<file path="src/rtl/boundary_scan_register_bidir.sv">
// Boundary-scan register for bidirectional pins: three cells per pin
// (control, output, input), shift-length counter and sticky length error.
// Optional build macro BSR_INTEST_EN turns mode 2'b10 into INTEST; when it is
// undefined, mode 2'b10 behaves as SAMPLE/PRELOAD.
module boundary_scan_register_bidir #(
   parameter int unsigned NUM_PINS = 8
) (
   input  logic                                  tck,
   input  logic                                  reset_n,
   input  logic                                  tdi,
   output logic                                  tdo,
   input  logic                                  select,
   input  logic                                  capture_dr,
   input  logic                                  shift_dr,
   input  logic                                  update_dr,
   input  logic [1:0]                            mode,
   input  logic [NUM_PINS-1:0]                   pad_in,
   output logic [NUM_PINS-1:0]                   pad_out,
   output logic [NUM_PINS-1:0]                   pad_oe,
   input  logic [NUM_PINS-1:0]                   core_out,
   input  logic [NUM_PINS-1:0]                   core_oe,
   output logic [NUM_PINS-1:0]                   core_in,
   output logic [$clog2(3*NUM_PINS+1)-1:0]       shift_count,
   output logic                                  shift_done,
   output logic                                  length_error
);

   localparam int unsigned L     = 3 * NUM_PINS;
   localparam int unsigned CNT_W = $clog2(L + 1);
   localparam logic [CNT_W-1:0] LEN = CNT_W'(L);

   localparam logic [1:0] ModeSample = 2'b00;
   localparam logic [1:0] ModeExtest = 2'b01;
   localparam logic [1:0] ModeIntest = 2'b10;
   localparam logic [1:0] ModeHighz  = 2'b11;

   logic [L-1:0] sr;
   logic [L-1:0] upd;
   logic [L-1:0] cap;

   // Capture vector laid out in the per-pin {input, output, control} cell order
   always_comb begin
      cap = '0;
      for (int k = 0; k < NUM_PINS; k++) begin
         cap[3*k]   = core_oe[k];
         cap[3*k+1] = core_out[k];
         cap[3*k+2] = pad_in[k];
      end
   end

   // Shift/update register and counters; capture beats shift beats update
   always_ff @(posedge tck or negedge reset_n) begin
      if (!reset_n) begin
         sr           <= '0;
         upd          <= '0;
         shift_count  <= '0;
         length_error <= 1'b0;
      end else if (select) begin
         if (capture_dr) begin
            sr           <= cap;
            shift_count  <= '0;
            length_error <= 1'b0;
         end else if (shift_dr) begin
            sr <= {sr[L-2:0], tdi};
            if (shift_count != LEN) begin
               shift_count <= shift_count + 1'b1;
            end
         end else if (update_dr) begin
            upd          <= sr;
            length_error <= (shift_count != LEN);
         end
      end
   end

   assign tdo        = sr[L-1];
   assign shift_done = (shift_count == LEN);

   // Pin muxing follows mode combinationally so a mode change acts at once
   always_comb begin
      pad_out = core_out;
      pad_oe  = core_oe;
      core_in = pad_in;
      case (mode)
         ModeExtest: begin
            for (int k = 0; k < NUM_PINS; k++) begin
               pad_out[k] = upd[3*k+1];
               pad_oe[k]  = upd[3*k];
            end
         end
         ModeHighz: begin
            pad_oe = '0;
         end
`ifdef BSR_INTEST_EN
         ModeIntest: begin
            pad_oe = '0;
            for (int k = 0; k < NUM_PINS; k++) begin
               core_in[k] = upd[3*k+2];
            end
         end
`endif
         ModeSample: ;
         default: ;
      endcase
   end

`ifndef BSR_INTEST_EN
   // Input update cells only feed the core in INTEST builds
   logic unused_in_cells;
   always_comb begin
      unused_in_cells = 1'b0;
      for (int k = 0; k < NUM_PINS; k++) begin
         unused_in_cells = unused_in_cells ^ upd[3*k+2];
      end
   end
`endif

endmodule

</file>
<file path="config.mk">
export PLATFORM = sky130hd
export DESIGN_NAME = boundary_scan_register_bidir
export DESIGN_NICKNAME = d
export VERILOG_FILES = /design/src/rtl/boundary_scan_register_bidir.sv
export SDC_FILE = /design/constraint.sdc
export NUM_CORES = 1
export LEC_CHECK = 0
export CAP_MARGIN = 5
export CORE_MARGIN = 10
export CORE_UTILIZATION = 50
export DETAILED_ROUTE_END_ITERATION = 8
export DONT_BUFFER_PORTS = 1
export GPL_ROUTABILITY_DRIVEN = 0
export PLACE_DENSITY_LB_ADDON = 0.12
export REMOVE_ABC_BUFFERS = 1
export SKIP_LAST_GASP = 1
export SLEW_MARGIN = 20
export SYNTH_ARGS = -nofsm -noshare
export SYNTH_HDL_FRONTEND = slang
export SYNTH_SLANG_ARGS = --single-unit
</file>
<file path="constraint.sdc">
create_clock -name tck -period 3.9 [get_ports tck]
set_clock_uncertainty 0.2 [all_clocks]
set_input_delay 0.585 -clock tck [delete_from_list [all_inputs] [get_ports tck]]
set_output_delay 0.585 -clock tck [all_outputs]
set_load 0.02 [all_outputs]
</file>
==> impl_metrics.yaml <==
outcome:
  status: "finished, final reports clean"
timing:
  setup_viol: 0
  rsz0062_at_grt: "false"
  setup_tns_ps: 0
  setup_slack_ps: 1541
  hold_viol_final: 0
  slew_viol_final: 0
  holdWs_ps: 177.2
  fin_crit_sh: 0.6048
  min_period_ps: 2359
  relSlewSlack: 0.5822
  fmax_mhz: 423.9
  worst_slew_pin_slew_ps: 625.4
global_route:
  antenna_found_initial: 0
  grt_max_degree: 49
  grt_pass1_vias: 1638
  grt_first_pass_wirelength_um: 8245
  grt_usage: 0.1351
  gr-total-overflow: 0
synthesis:
  synthCells: 226
  synth_area_sq_mm: 0.002429
  avgSynthCellArea_sq_um: 10.75
  ys_ff_latch: 46
  synth.distinct_cells: 24
  seq_area_frac_synth: 0.4740
  yosysWarnings: 0
floorplan:
  start_util: 0.5142
  die_y_um: 89.70
  row_count: 25
  dieArea_sq_mm: 0.008045
  pin_count: 65
  core_area_sq_mm: 0.004723
  die_x_um: 89.70
route:
  dr.pass1.iters: 4
  drt_first_iter_violations: 91
  viasPerCell: 5.423
  remaining_drc_errors: 0
  wire_per_inst_um: 18.24
  postRouteAntennaNets: 0
  drt-total-wl_um: 5181
  vias: 1540
layout:
  drive_gt1_frac: 0.1106
  final_cells: 284
  area.growth.synth_to_final_pct: 4.843
  seqCellArea_sq_mm: 0.001151
  diodes: 0
  multi_input_area_sq_mm: 0.001069
  n_fill_cell: 432
  fin_nets: 251
  design_area_sq_mm: 0.002546
place:
  place_worst_setup_slack_ps: 1502
  io_buffers: 0
  dpl.hpwl_um: 3665
  dp_cells: 273
  dpl-instance-area_sq_mm: 0.002370
clock_network:
  clock_latency_ps: 300
  post_cts.repair.setup_buffers: 0
  cts_inserted_buffers: 5
  cts.htree.levels: 2
  numClockSinks: 46
  cts_tree: "built"
  clk_pin_slew_ps: 80
  clockRootBuffer: "clkbuf_8"
  cts.path.max_buffers: 2
pwr:
  p_comb_frac: 0.187
  clkPwrFrac: 0.282
  power_density_mw_per_mm2: 485.9
  internal_power_w: 0.0008829
  p_leak_nw: 1.209
  netSwitchingFraction: 0.2863
  switchingPower_w: 0.0003541
  p_seq_frac: 0.532
  ir_drop_uv: 252.7
critical_path:
  r2r_slack_ps: 2180
  endpoint_kind: "primary output"
  reg2reg_from: "shift_count[0]$_DFFE_PN0P_"
  path_class: "reg -> out"
  worstSetupEndpoint: "shift_done"
  crit_path_start_kind: "register"
  cp_max_fo: 6
  critPathLaunch: "shift_count[0]$_DFFE_PN0P_"
  reg2reg_depth: 5
  crit_required_ps: 3120
  arrival_ps: 1570
  rr_endpoint: "shift_count[1]$_DFFE_PN0P_"
min_path:
  hold_path_class: "in -> reg"
flow_run:
  drv_cap: 0
-- cells by family (layout without fill, tap and decap cells) --
| group | count (synthesis) | in the layout | synth area share |
|---|---|---|---|
| buffers and inverters | 37 | 28 | 0.09273 |
| multiplexers | 50 | 50 | 0.2339 |
| AND/OR/NAND/NOR | 50 | 50 | 0.09995 |
| AO/OA/AOI/OAI | 41 | 41 | 0.08913 |
| adder cells (fa/ha/maj) | 2 | 2 | 0.01030 |
| flip-flops | 46 | 46 | 0.4740 |
-- power groups by stage --
stage / logic, W / registers [W] / clock network (W)
floorplan: 0.000187 / 0.000644 / 0
global placement: 0.000206 / 0.000662 / 0
detailed placement: 0.000217 / 0.000667 / 0
CTS: 0.000231 / 0.000659 / 0.000362
global route: 0.000258 / 0.000676 / 0.000381
finish: 0.000231 / 0.000658 / 0.000348
-- synth_stat cells (all sizes together) --
cell,n,area share
and4b,1,0.0041
nand4,3,0.0077
inv,15,0.023
nor2b,5,0.015
nand3,1,0.0021
clkbuf,3,0.0046
ha,2,0.010
o21ai,34,0.070
o22ai,5,0.013
a22oi,2,0.0062
dfrtp,46,0.47
mux2i,26,0.11
buf,19,0.065
mux2,24,0.13
nand4b,1,0.0036
nand2,36,0.056
nand2b,1,0.0057
and3,1,0.0026
and3b,1,0.0036
-- worst min path at each step --
stage	slack (ps)	from	cells after the start	endpoint
after floorplan	90	reset_n	0	length_error$_DFFE_PN0P_
after global placement	90	reset_n	0	sr[23]$_DFFE_PN0P_
after detailed placement	90	reset_n	0	shift_count[0]$_DFFE_PN0P_
after CTS	160	capture_dr	1	shift_count[4]$_DFFE_PN0P_
after global routing	160	capture_dr	1	length_error$_DFFE_PN0P_
final	180	select	1	shift_count[4]$_DFFE_PN0P_
-- routing by layer --
metal  GRT usage  wire length, um
met5           0                0
met4     0.04913               89
met3     0.06498              505
met2      0.2216             2542
met1      0.1491             2044
-- worst max-delay path, cell delays in order, from the launching register on --
cell,delay (ps)
dfrtp_1,520
inv_1,120
ha_1,150
nand4b_1,240
inv_1,250
-- flip-flops by register name (all words and copies together), names as in the netlist --
register,flops
length_error,1
shift_count,5
sr,24
upd,16
-- placed cells by master, fill, tap and decap left out --
| master | Yosys | layout |
|---|---|---|
| dfrtp_1 | 46 | 46 |
| nand2_1 | 36 | 36 |
| o21ai_1 | 34 | 33 |
| mux2i_1 | 26 | 26 |
| inv_1 | 15 | 15 |
| mux2_1 | 14 | 14 |
| mux2_4 | 10 | 10 |
| o22ai_1 | 5 | 5 |
| clkbuf_8 | 0 | 5 |
| nor2b_1 | 3 | 3 |
| nand4_1 | 3 | 3 |
| a22oi_1 | 2 | 2 |
| ha_1 | 2 | 2 |
| clkbuf_1 | 3 | 2 |
| buf_16 | 0 | 2 |
| buf_4 | 11 | 2 |
| nand4b_1 | 1 | 1 |
| nand2b_4 | 1 | 1 |
| nor2b_2 | 2 | 1 |
| nor2b_4 | 0 | 1 |
| nand3_1 | 1 | 1 |
| and3_1 | 1 | 1 |
| o21ai_4 | 0 | 1 |
| and3b_1 | 1 | 1 |
| and4b_1 | 1 | 1 |
| bufinv_16 | 0 | 1 |
| dlygate4sd3_1 | 0 | 1 |
-- timing repair --
action,CTS,global route
hold buffers,2,0
endpoints found under the setup margin,0,0
endpoints found under the hold margin,46,0
resized for setup,0,0
-- layout make-up --
class | count | share of cell area
clock buffer | 7 | 0.02998
clock inverter | 1 | 0.01179
inverter | 15 | 0.02211
multi-input combinational | 143 | 0.4197
sequential | 46 | 0.4521
tap | 67 | 0.03292
timing repair buffer | 5 | 0.03145
-- stage by stage --
stage | total power [W] | utilization
after floorplan | 0.0008304 | -
after global placement | 0.0008686 | 0.5017
after detailed placement | 0.0008844 | 0.5017
after CTS | 0.001252 | 0.5322
after global routing | 0.001314 | 0.5391
final | 0.001237 | 0.5391
Power figures use the tool's default switching activity.
